<file path="src/rtl/shift_imm_issue.sv">
// shift_imm_issue
// Decodes RV32 SLLI/SRLI/SRAI instructions at accept time and queues the
// decoded operands in a 2-entry skid FIFO that feeds a downstream shift unit.
//
// Parameters:
//   DATA_WIDTH    - width of rs1_data, SrcA and Immediate
//   OPCODE_LENGTH - width of ShiftOp
// Ports:
//   clk       - sole clock, rising edge
//   reset     - asynchronous active-high reset; empties the FIFO
//   in_valid  - instr/rs1_data valid
//   in_ready  - FIFO can accept an entry (count < 2, registered state only)
//   instr     - RV32 instruction word
//   rs1_data  - rs1 register value, becomes SrcA
//   flush     - synchronous discard of all held and same-cycle entries
//   out_valid - head entry valid
//   out_ready - downstream consumes the head entry
//   SrcA, Immediate, ShiftOp, rd_addr, illegal
//             - head entry fields, driven to 0 while out_valid = 0
// Configuration:
//   SHIFT_IMM_ILLEGAL_CHECK_EN - when defined, a shift opcode with a funct7
//   other than 0000000 (SLLI/SRLI) or 0100000 (SRAI) is flagged illegal and
//   decoded as NONE. When undefined, illegal is 0 and only funct3/instr[30]
//   select the operation.
module shift_imm_issue #(
    parameter int DATA_WIDTH    = 32,
    parameter int OPCODE_LENGTH = 4
) (
    input  logic                     clk,
    input  logic                     reset,
    input  logic                     in_valid,
    output logic                     in_ready,
    input  logic [31:0]              instr,
    input  logic [DATA_WIDTH-1:0]    rs1_data,
    input  logic                     flush,
    output logic                     out_valid,
    input  logic                     out_ready,
    output logic [DATA_WIDTH-1:0]    SrcA,
    output logic [DATA_WIDTH-1:0]    Immediate,
    output logic [OPCODE_LENGTH-1:0] ShiftOp,
    output logic [4:0]               rd_addr,
    output logic                     illegal
);

    localparam logic [OPCODE_LENGTH-1:0] OP_NONE = OPCODE_LENGTH'(4'b0000);
    localparam logic [OPCODE_LENGTH-1:0] OP_SLLI = OPCODE_LENGTH'(4'b0001);
    localparam logic [OPCODE_LENGTH-1:0] OP_SRLI = OPCODE_LENGTH'(4'b0101);
    localparam logic [OPCODE_LENGTH-1:0] OP_SRAI = OPCODE_LENGTH'(4'b1101);

    // FIFO storage, indexed circularly by r_head
    logic [DATA_WIDTH-1:0]    r_srca [2];
    logic [DATA_WIDTH-1:0]    r_imm  [2];
    logic [OPCODE_LENGTH-1:0] r_op   [2];
    logic [4:0]               r_rd   [2];
    logic                     r_ill  [2];
    logic                     r_head;
    logic [1:0]               r_count;

    logic                     w_push;
    logic                     w_pop;
    logic                     w_tail;
    logic                     w_is_shift_opc;
    logic [2:0]               w_funct3;
    logic [6:0]               w_funct7;
    logic [OPCODE_LENGTH-1:0] w_dec_op;
    logic [DATA_WIDTH-1:0]    w_dec_imm;
    logic                     w_dec_ill;
    logic                     w_unused_rs1;

    assign in_ready  = (r_count != 2'd2);
    assign out_valid = (r_count != 2'd0);
    assign w_push    = in_valid && in_ready;
    assign w_pop     = out_valid && out_ready;
    // Tail slot is head when empty, the other slot when one entry is held.
    assign w_tail    = r_head ^ (r_count == 2'd1);

    assign w_is_shift_opc = (instr[6:0] == 7'b0010011);
    assign w_funct3       = instr[14:12];
    assign w_funct7       = instr[31:25];
    assign w_unused_rs1   = ^instr[19:15];

    always_comb begin
        w_dec_op  = OP_NONE;
        w_dec_ill = 1'b0;
        if (w_is_shift_opc) begin
`ifdef SHIFT_IMM_ILLEGAL_CHECK_EN
            if (w_funct3 == 3'b001) begin
                if (w_funct7 == 7'b0000000) w_dec_op  = OP_SLLI;
                else                        w_dec_ill = 1'b1;
            end else if (w_funct3 == 3'b101) begin
                if (w_funct7 == 7'b0000000)      w_dec_op  = OP_SRLI;
                else if (w_funct7 == 7'b0100000) w_dec_op  = OP_SRAI;
                else                             w_dec_ill = 1'b1;
            end
`else
            if (w_funct3 == 3'b001)      w_dec_op = OP_SLLI;
            else if (w_funct3 == 3'b101) w_dec_op = instr[30] ? OP_SRAI : OP_SRLI;
`endif
        end
        if (w_dec_op == OP_NONE)
            w_dec_imm = {{(DATA_WIDTH-12){instr[31]}}, instr[31:20]};
        else
            w_dec_imm = {{(DATA_WIDTH-5){1'b0}}, instr[24:20]};
    end

`ifndef SHIFT_IMM_ILLEGAL_CHECK_EN
    logic w_unused_funct7;
    assign w_unused_funct7 = ^w_funct7;
`endif

    always_ff @(posedge clk or posedge reset) begin
        if (reset) begin
            r_head  <= 1'b0;
            r_count <= 2'd0;
            for (int unsigned i = 0; i < 2; i++) begin
                r_srca[i] <= '0;
                r_imm[i]  <= '0;
                r_op[i]   <= '0;
                r_rd[i]   <= '0;
                r_ill[i]  <= 1'b0;
            end
        end else if (flush) begin
            // Stale slot contents are harmless: outputs are gated by out_valid.
            r_head  <= 1'b0;
            r_count <= 2'd0;
        end else begin
            if (w_push) begin
                r_srca[w_tail] <= rs1_data;
                r_imm[w_tail]  <= w_dec_imm;
                r_op[w_tail]   <= w_dec_op;
                r_rd[w_tail]   <= instr[11:7];
                r_ill[w_tail]  <= w_dec_ill;
            end
            if (w_pop)
                r_head <= ~r_head;
            case ({w_push, w_pop})
                2'b10:   r_count <= r_count + 2'd1;
                2'b01:   r_count <= r_count - 2'd1;
                default: r_count <= r_count;
            endcase
        end
    end

    assign SrcA      = out_valid ? r_srca[r_head] : '0;
    assign Immediate = out_valid ? r_imm[r_head]  : '0;
    assign ShiftOp   = out_valid ? r_op[r_head]   : '0;
    assign rd_addr   = out_valid ? r_rd[r_head]   : '0;
    assign illegal   = out_valid ? r_ill[r_head]  : 1'b0;

endmodule

</file>
<file path="config.mk">
export PLATFORM = sky130hd
export DESIGN_NAME = shift_imm_issue
export DESIGN_NICKNAME = d
export VERILOG_FILES = /design/src/rtl/shift_imm_issue.sv
export SDC_FILE = /design/constraint.sdc
export NUM_CORES = 1
export LEC_CHECK = 0
export CORE_ASPECT_RATIO = 1.25
export CORE_UTILIZATION = 37
export DETAILED_ROUTE_END_ITERATION = 10
export DONT_BUFFER_PORTS = 1
export PLACE_DENSITY_LB_ADDON = 0.08
export SLEW_MARGIN = 25
export SYNTH_ARGS = -nofsm -noshare
export SYNTH_HDL_FRONTEND = slang
export SYNTH_SLANG_ARGS = --single-unit
</file>
<file path="constraint.sdc">
create_clock -name clk -period 3.4 [get_ports clk]
set_input_delay 0.34 -clock clk [delete_from_list [all_inputs] [get_ports clk]]
set_output_delay 0.34 -clock clk [all_outputs]
set_load 0.01 [all_outputs]
</file>
Yosys cells after proc, flatten, opt, wreduce, memory -nomap -nowiden
Index checks and enable logic that the tools add are counted.
{"block": "totals", "n_memories": 0, "romBits": 0, "mem_bits_rw": 0, "latch_bits": 0, "regBits": 151, "elab_cells": 80, "output_inout_bits": 76, "input_bits": 69}
{"block": "op_classes", "n_mul": 0, "n_eq_ne": 7, "mux": 41, "n_lt_le_gt_ge": 3, "n_shift": 0, "n_bitwise": 7, "div_mod_pow": 0, "n_reduce_logical": 8, "addsub": 2}
{"op": "two-way mux 32 bit", "n": 10}
{"op": "bitwise mux 64 bit", "n": 2}
{"op": "two-way mux 4 bit", "n": 9}
{"op": "demux 32 bit (select 1 bit)", "n": 1}
{"op": "two-way mux 5 bit", "n": 5}
{"op": "bitwise mux 10 bit", "n": 1}
{"op": "bitwise mux 8 bit", "n": 1}
{"op": "== test 7 x 5 -> 1 bit (second input constant)", "n": 1}
{"op": "two-way mux 1 bit", "n": 7}
{"op": "demux 5 bit (select 1 bit)", "n": 1}
{"op": "demux 4 bit (select 1 bit)", "n": 1}
{"op": "== test 2 x 1 -> 1 bit (second input constant)", "n": 2}
{"op": "greater-or-equal comparator 2 bit (second input constant)", "n": 2}
{"op": "logical NOT 4 bit", "n": 1}
{"op": "NOT 1 -> 2 bit", "n": 2}
{"op": "case mux 2 bit (2 select lines)", "n": 1}
{"op": "nonzero test 2 bit", "n": 2}
{"op": "== test 3 x 1 -> 1 bit (second input constant)", "n": 1}
{"op": "== test 3 bit (second input constant)", "n": 1}
{"op": "logical AND 1 bit", "n": 3}
{"op": "nonzero test 3 bit", "n": 1}
{"op": "adder 2 x 1 -> 2 bit (second input constant)", "n": 1}
{"op": "AND 2 bit", "n": 1}
{"op": "== test 2 bit (second input constant)", "n": 1}
{"op": "other kinds (9)", "n": 10}

Longest topological paths before layout
Gate-level depths: netlist of run 1.
{"block": "logic_depth", "ltp_word": 9, "mapped_depth": 7, "depth_no_buf": 5}

Worst setup path before layout of run 1
No wires, ideal clock.
{"block": "synth_path", "kind": "register -> output", "start": "register r_count[0]", "end": "output Immediate[12]", "path_buffers": 3, "required_time_ns": 3.060, "slack_ns": 1.077, "t_arrival_ns": 1.983, "stages_incl_launch_ff": 7, "cell_sequence": "dfrtp_1 inv_1 ha_1 buf_2 clkbuf_1 nor2_1 buf_4"}
{"block": "synth_between", "elab_chain_cells": 2}
{"item": "start, declared", "line": "57", "rtl": "logic [1:0] r_count;"}
{"item": "start signal, assigned", "line": "137", "rtl": "2'b10: r_count <= r_count + 2'd1;"}
{"item": "start signal, assigned", "line": "138", "rtl": "2'b01: r_count <= r_count - 2'd1;"}
{"item": "start signal, assigned", "line": "139", "rtl": "default: r_count <= r_count;"}
{"item": "nonzero test 2 bit", "line": "71", "rtl": "assign out_valid = (r_count != 2'd0);"}
{"item": "two-way mux 32 bit", "line": "145", "rtl": "assign Immediate = out_valid ? r_imm[r_head] : '0;"}
{"item": "end, declared", "line": "39", "rtl": "output logic [DATA_WIDTH-1:0] Immediate,"}
No other way between the ends.

Worst setup path in the final report of run 1
{"block": "layout_path", "start": "register r_head", "end": "output SrcA[6]"}
{"block": "layout_between", "elab_chain_cells": 5}
{"item": "start, declared", "line": "56", "rtl": "logic r_head;"}
{"item": "start signal, assigned", "line": "135", "rtl": "r_head <= ~r_head;"}
{"item": "NOT 1 -> 2 bit (implied by the code)", "line": "144", "rtl": "assign SrcA = out_valid ? r_srca[r_head] : '0;"}
{"item": "two-way mux 32 bit (implied by the code) (3 in a row)", "line": "144"}
{"item": "two-way mux 32 bit", "line": "144"}
{"item": "end, declared", "line": "38", "rtl": "output logic [DATA_WIDTH-1:0] SrcA,"}
No other way between the ends. The select of a mux whose other input is x is not followed.

==> flow_metrics.tcl, run 1 <==
set metrics [dict create \
    fin_nets 464 \
    post-place-ws_ns 1.095 \
    clock-sinks 109 \
    syn_area_mm2 0.005258 \
    worst_ir_drop_vdd_mv 0.4118 \
    seq_area_frac_synth_pct 51.88 \
    htreeDepth 3 \
    yosysUniqueCellTypes 37 \
    worst_hold_path_type "in2async" \
    finalCriticalPeriod_ns 2.478 \
    die-height_um 135.3 \
    final_common_cell "dfrtp_1" \
    crit_slowest_cell "dfrtp_4" \
    worst_slack_ns 0.9219 \
    clkLatencyLatePin_ns 0.35 \
    netlist_instances 417 \
    num_antenna_cells 0 \
    grt_pass1_wl_mm 17.84 \
    start_util_pct 38.06 \
    hold_viol_final 60 \
    clock_path_buffers 2 \
    setup_viol 0 \
    synth_warnings 0 \
    cp_max_fo 36 \
    arrival_ns 2.14 \
    slew_viol_final 0 \
    path_clk_slew_ns 0.08 \
    required_ns 3.06 \
    synth.top_cell.area_share_pct 51.88 \
    num_vias 3020 \
    max_freq_ghz 0.4035 \
    fp.dieArea_mm2 0.01469 \
    fin_area_mm2 0.005613 \
    violations "negative hold slack" \
    fin_setup_tns_ns 0 \
    max_stage_delay_ns 0.69 \
    dp_hpwl_mm 7.058 \
    portBuffers 0 \
    gr-total-overflow 0 \
    synth_top_family_by_area "multiplexers" \
    synth-simple-area-share_pct 7.473 \
    rows 48 \
    final_util_pct 40.63 \
    syn_to_final_growth_pct 6.759 \
    core_mm2 0.01381 \
    status "complete, but fails checks" \
    synth_top_area_cell "dfrtp_1" \
    dr.pass1.iters 4 \
    root_buffer "clkbuf_16" \
    post_cts.repair.setup_buffers 0 \
    synth-adder-area-share_pct 0.9043 \
    fp.dieW_um 108.6 \
    antenna_found_initial 0 \
    synth-compound-area-share_pct 3.689 \
    wl_per_cell_um 19.74 \
    drive_gt1_share_pct 30.23 \
    whs_ns -0.03377 \
    rsz0062_at_grt "false" \
    grt_usage_pct 16.26 \
    mostFrequentLayoutCells "dfrtp_1, mux2_2, nor2_1" \
    syn_area_per_cell_um2 12.61 \
    ant_nets 0 \
    place_area_mm2 0.005289 \
    worst-r2r-cell-count 5 \
    critPathLaunchType "flop" \
    first_iter_violations 97 \
    ctsResizeCount 0 \
    vias_per_cell 5.280 \
    multi_input_area_mm2 0.002215 \
    leakage_nw 2.336 \
    ios 145 \
    fin_skew_ns 0.007729 \
    route.detailed.drc 0 \
    fill_cells 1344 \
    numCtsBuffers 9 \
    power-per-cell-area_mw_per_mm2 1009 \
    maxSlewHeadroom_pct 53.53 \
    synth_mux_area_share_pct 28.51 \
    synth_xor_area_share_pct 0.9281 \
    cts_tree "yes" \
    synth_area_leaders "dfrtp_1, mux2_2, mux2i_1, nor2_1, buf_4" \
    worst_setup_path_end_kind "output port" \
    path_cells "buf_4, mux2i_1, nor2_1" \
    routed_wl_mm 11.29 \
    period_share_pct 72.88 \
    critical_path_class "reg2out" \
    tightestPinTransition_ns 0.6970 \
    grt_start_max_net_pins 79 \
    gp_congestion 0.6862 \
    grt_pass1_vias 3250 \
    synth_nets 489 \
    synth-seq-cells 109 \
    ctsHoldBuffers 0 \
    max_cap_viol_count 0 \
    regArea_mm2 0.002731 \
]
metal layers:
metal	GRT usage [%]	vias up	share of wire, %
met1	20.42	1554	42
met3	4.329	16	6.7
met2	26.13	83	49
met4	7.132	0	2.1
li1	-	1367	-
met5	0	-	0
power breakdown:
part,switching [W],internal [W],total (W),leakage (nW)
clock,0.000495,0.000597,0.00109,0.145
combinational,0.00130,0.00103,0.00234,0.867
sequential,0.000331,0.00190,0.00223,1.32
metrics by stage:
stage	hold slack, ns	cells	power [W]
after CTS	0.04010	571	0.005764
after global placement	0.4093	555	0.004573
final	-0.03377	572	0.005662
after floorplan	0.4064	417	0.004275
after detailed placement	0.4070	555	0.004658
after global routing	0.03680	572	0.006069
cell usage after synthesis (all sizes together):
master and number:
o21ai 1, nand2 2, mux2i 53, or4b 1, a41o 2, a21oi 1
xnor3 1, and2 2, a22o 2, xor2 1, nand3 14, o2bb2ai 14
mux2 86, xnor2 2, buf 44, inv 5, nor2 55, ha 3
nand2b 1, nand3b 1, nor2b 1, maj3 1, conb 1, clkbuf 5
nor4b 1, dfrtp 109, nor3b 1, a221oi 1, and3 2, a21boi 2
nor3 2
worst max-delay path: cells and delay by family (launching register included):
family                 cells  cell delay (ns)
and+or+nand+nor            1             0.24
muxes                      1             0.18
DFF                        1             0.69
buffers and inverters      1             0.64
sequential cells by signal, summed over array words and instances, names as in the netlist:
name     cells
r_srca      64
r_ill        2
r_count      2
r_rd        10
r_op         6
r_head       1
r_imm       24
cell families after synthesis:
kind of cell    after synthesis
simple gates                 83
flops                       109
other cells                   1
fa+ha+maj                     4
mux                         139
buf+inv                      54
xor+xnor                      4
compound gates               23
worst paths after layout:
| check | startpoint | end | slack [ns] |
|---|---|---|---|
| max in group asynchronous | reset | r_srca[62]$_DFFE_PP0P_ | 2.70 |
| min in group clk | flush | r_head$_DFFE_PP0P_ | 0.06 |
| min reg2reg | r_ill[1]$_DFFE_PP0P_ | r_ill[1]$_DFFE_PP0P_ | 0.49 |
| max | r_head$_DFFE_PP0P_ | SrcA[6] | 0.92 |
| max reg2reg | r_head$_DFFE_PP0P_ | r_rd[3]$_DFFE_PP0P_ | 1.13 |
| min | reset | r_srca[10]$_DFFE_PP0P_ | -0.03 |
layout make-up:
class                      count  share of cell area (%)
sequential                   109                   48.66
multi-input combinational    254                   39.46
clock buffer                  10                   4.258
tap                          175                   3.901
timing repair buffer          13                   2.029
clock inverter                 6                   1.271
inverter                       5                  0.4235
No activity file was read; power rests on OpenSTA's default activity.
==> run 2, diff against run 1 <==
==> constraint.sdc (replaced) <==
create_clock -name clk -period 2.1 [get_ports clk]
set_input_delay 0.21 -clock clk [delete_from_list [all_inputs] [get_ports clk]]
set_output_delay 0.21 -clock clk [all_outputs]
set_load 0.01 [all_outputs]
==> flow_metrics.tcl, run 2 (synthesized netlist as in run 1, its figures left out) <==
set metrics [dict create \
    fin_skew_ns 0.006060 \
    final_common_cell "dfrtp_1" \
    swShare_pct 36.95 \
    worst_slack_ns 0.1525 \
    leakage_nw 2.541 \
    top_regs "r_srca (64), r_imm (24), r_rd (10)" \
    critPathLaunchType "flop" \
    grt_pass1_wl_mm 17.80 \
    clock-sinks 109 \
    route.detailed.drc 0 \
    p_sw_w 0.003444 \
    routed_wl_mm 11.24 \
    maxSlewHeadroom_pct 57.62 \
    numCtsBuffers 9 \
    fp.dieArea_mm2 0.01469 \
    drive_gt1_share_pct 28.93 \
    largest_reg_flops 64 \
    die-height_um 135.3 \
    ios 145 \
    final_cells 614 \
    gr-total-overflow 0 \
    grt_pass1_vias 3330 \
    p_seq_share_pct 38.1 \
    mostFrequentLayoutCells "dfrtp_1, mux2_2, nor2_1" \
    core_mm2 0.01381 \
    tightestPinTransition_ns 0.6344 \
    comb_power_share_pct 43.6 \
    fin_area_mm2 0.006087 \
    worst_ir_drop_vdd_mv 0.9939 \
    ctsResizeCount 0 \
    max_cap_viol_count 0 \
    worst_setup_path_end_kind "flop" \
    root_buffer "clkbuf_16" \
    first_iter_violations 93 \
    num_vias 3168 \
    portBuffers 0 \
    ant_nets 0 \
    fin_setup_tns_ns 0 \
    rsz0062_at_grt "false" \
    num_antenna_cells 0 \
    setup_viol 0 \
    status "complete, no violations" \
    finalCriticalPeriod_ns 1.948 \
    clock_path_buffers 2 \
    clkPwrFrac_pct 18.3 \
    period_share_pct 92.74 \
    critical_path_class "reg2reg" \
    hold_viol_final 0 \
    cp_max_fo 21 \
    post_cts.repair.setup_buffers 0 \
    htreeDepth 3 \
    power-per-cell-area_mw_per_mm2 1531 \
    fin_nets 506 \
    whs_ns 0.01573 \
    wl_per_cell_um 18.30 \
    top_register "r_srca" \
    post-place-ws_ns 0.1458 \
    gp_congestion 0.7392 \
    place_area_mm2 0.005438 \
    arrival_ns 2.17 \
    worst_hold_path_type "in2reg" \
    vias_per_cell 5.160 \
    power_report.internal_total_w 0.005876 \
    dp_hpwl_mm 7.205 \
    fp.dieW_um 108.6 \
    dr.pass1.iters 4 \
    clkLatencyLatePin_ns 0.34 \
    fill_cells 1337 \
    grt_usage_pct 16.03 \
    slew_viol_final 0 \
    grt_start_max_net_pins 47 \
    cts_tree "yes" \
    path_clk_slew_ns 0.07 \
    antenna_found_initial 0 \
    max_freq_ghz 0.5135 \
    required_ns 2.32 \
    place_inst 563 \
    rows 48 \
    syn_to_final_growth_pct 15.78 \
    start_util_pct 38.06 \
]
==> run 2: per-layer routing <==
metal / vias up / part of all wire [%] / track usage (%)
li1: 1462 / - / -
met1: 1620 / 43 / 19.92
met2: 77 / 50 / 26.97
met3: 9 / 6.0 / 4.233
met4: 0 / 1.2 / 5.030
met5: - / 0 / 0
==> run 2: critical path: stages, from the launching register on <==
cell and delay, ns:
dfrtp_1 0.35, inv_1 0.07, ha_1 0.23, nand2b_1 0.30
nor3_4 0.29, buf_12 0.23, mux2_2 0.35
==> run 2: cell type report <==
class | count | area [µm²] | share of cell area [%]
clock buffer | 9 | 225.2 | 3.700
clock inverter | 7 | 73.82 | 1.213
inverter | 5 | 22.52 | 0.3700
multi-input combinational | 254 | 2215 | 36.38
sequential | 109 | 2731 | 44.87
tap | 175 | 219.0 | 3.597
timing repair buffer | 55 | 600.6 | 9.866
==> run 2: worst paths after layout <==
kind                                   startpoint                endpoint  slack [ns]  cells past startpoint
setup / recovery           r_count[0]$_DFFE_PP0P_  r_srca[20]$_DFFE_PP0P_        0.15                      6
hold / removal                          instr[23]    r_imm[3]$_DFFE_PP0P_        0.02                      1
setup reg to reg           r_count[0]$_DFFE_PP0P_  r_srca[20]$_DFFE_PP0P_        0.15                      6
hold reg to reg              r_ill[1]$_DFFE_PP0P_    r_ill[1]$_DFFE_PP0P_        0.49                      1
max in group asynchronous                   reset      r_head$_DFFE_PP0P_        1.02                      3
min in group asynchronous                   reset   r_imm[39]$_DFFE_PP0P_        0.43                      2
==> run 2: what timing repair did <==
action | in CTS | in global routing
endpoints found under the setup margin | 0 | 0
hold buffers | 26 | 9
endpoints found under the hold margin | 58 | 11
==> run 2: stage by stage <==
stage	power (W)	utilization [%]
detailed placement	0.007706	39.37
CTS	0.009489	43.41
global placement	0.007583	39.37
floorplan	0.006925	-
finish	0.009320	44.07
global route	0.01000	44.07
==> run 2: power groups by stage <==
stage               registers, W  clock network, W  logic (W)
finish                   0.00355           0.00171    0.00406
global route             0.00368           0.00185    0.00448
CTS                      0.00356           0.00178    0.00415
detailed placement       0.00360                 0    0.00410
global placement         0.00354                 0    0.00404
floorplan                0.00345                 0    0.00347
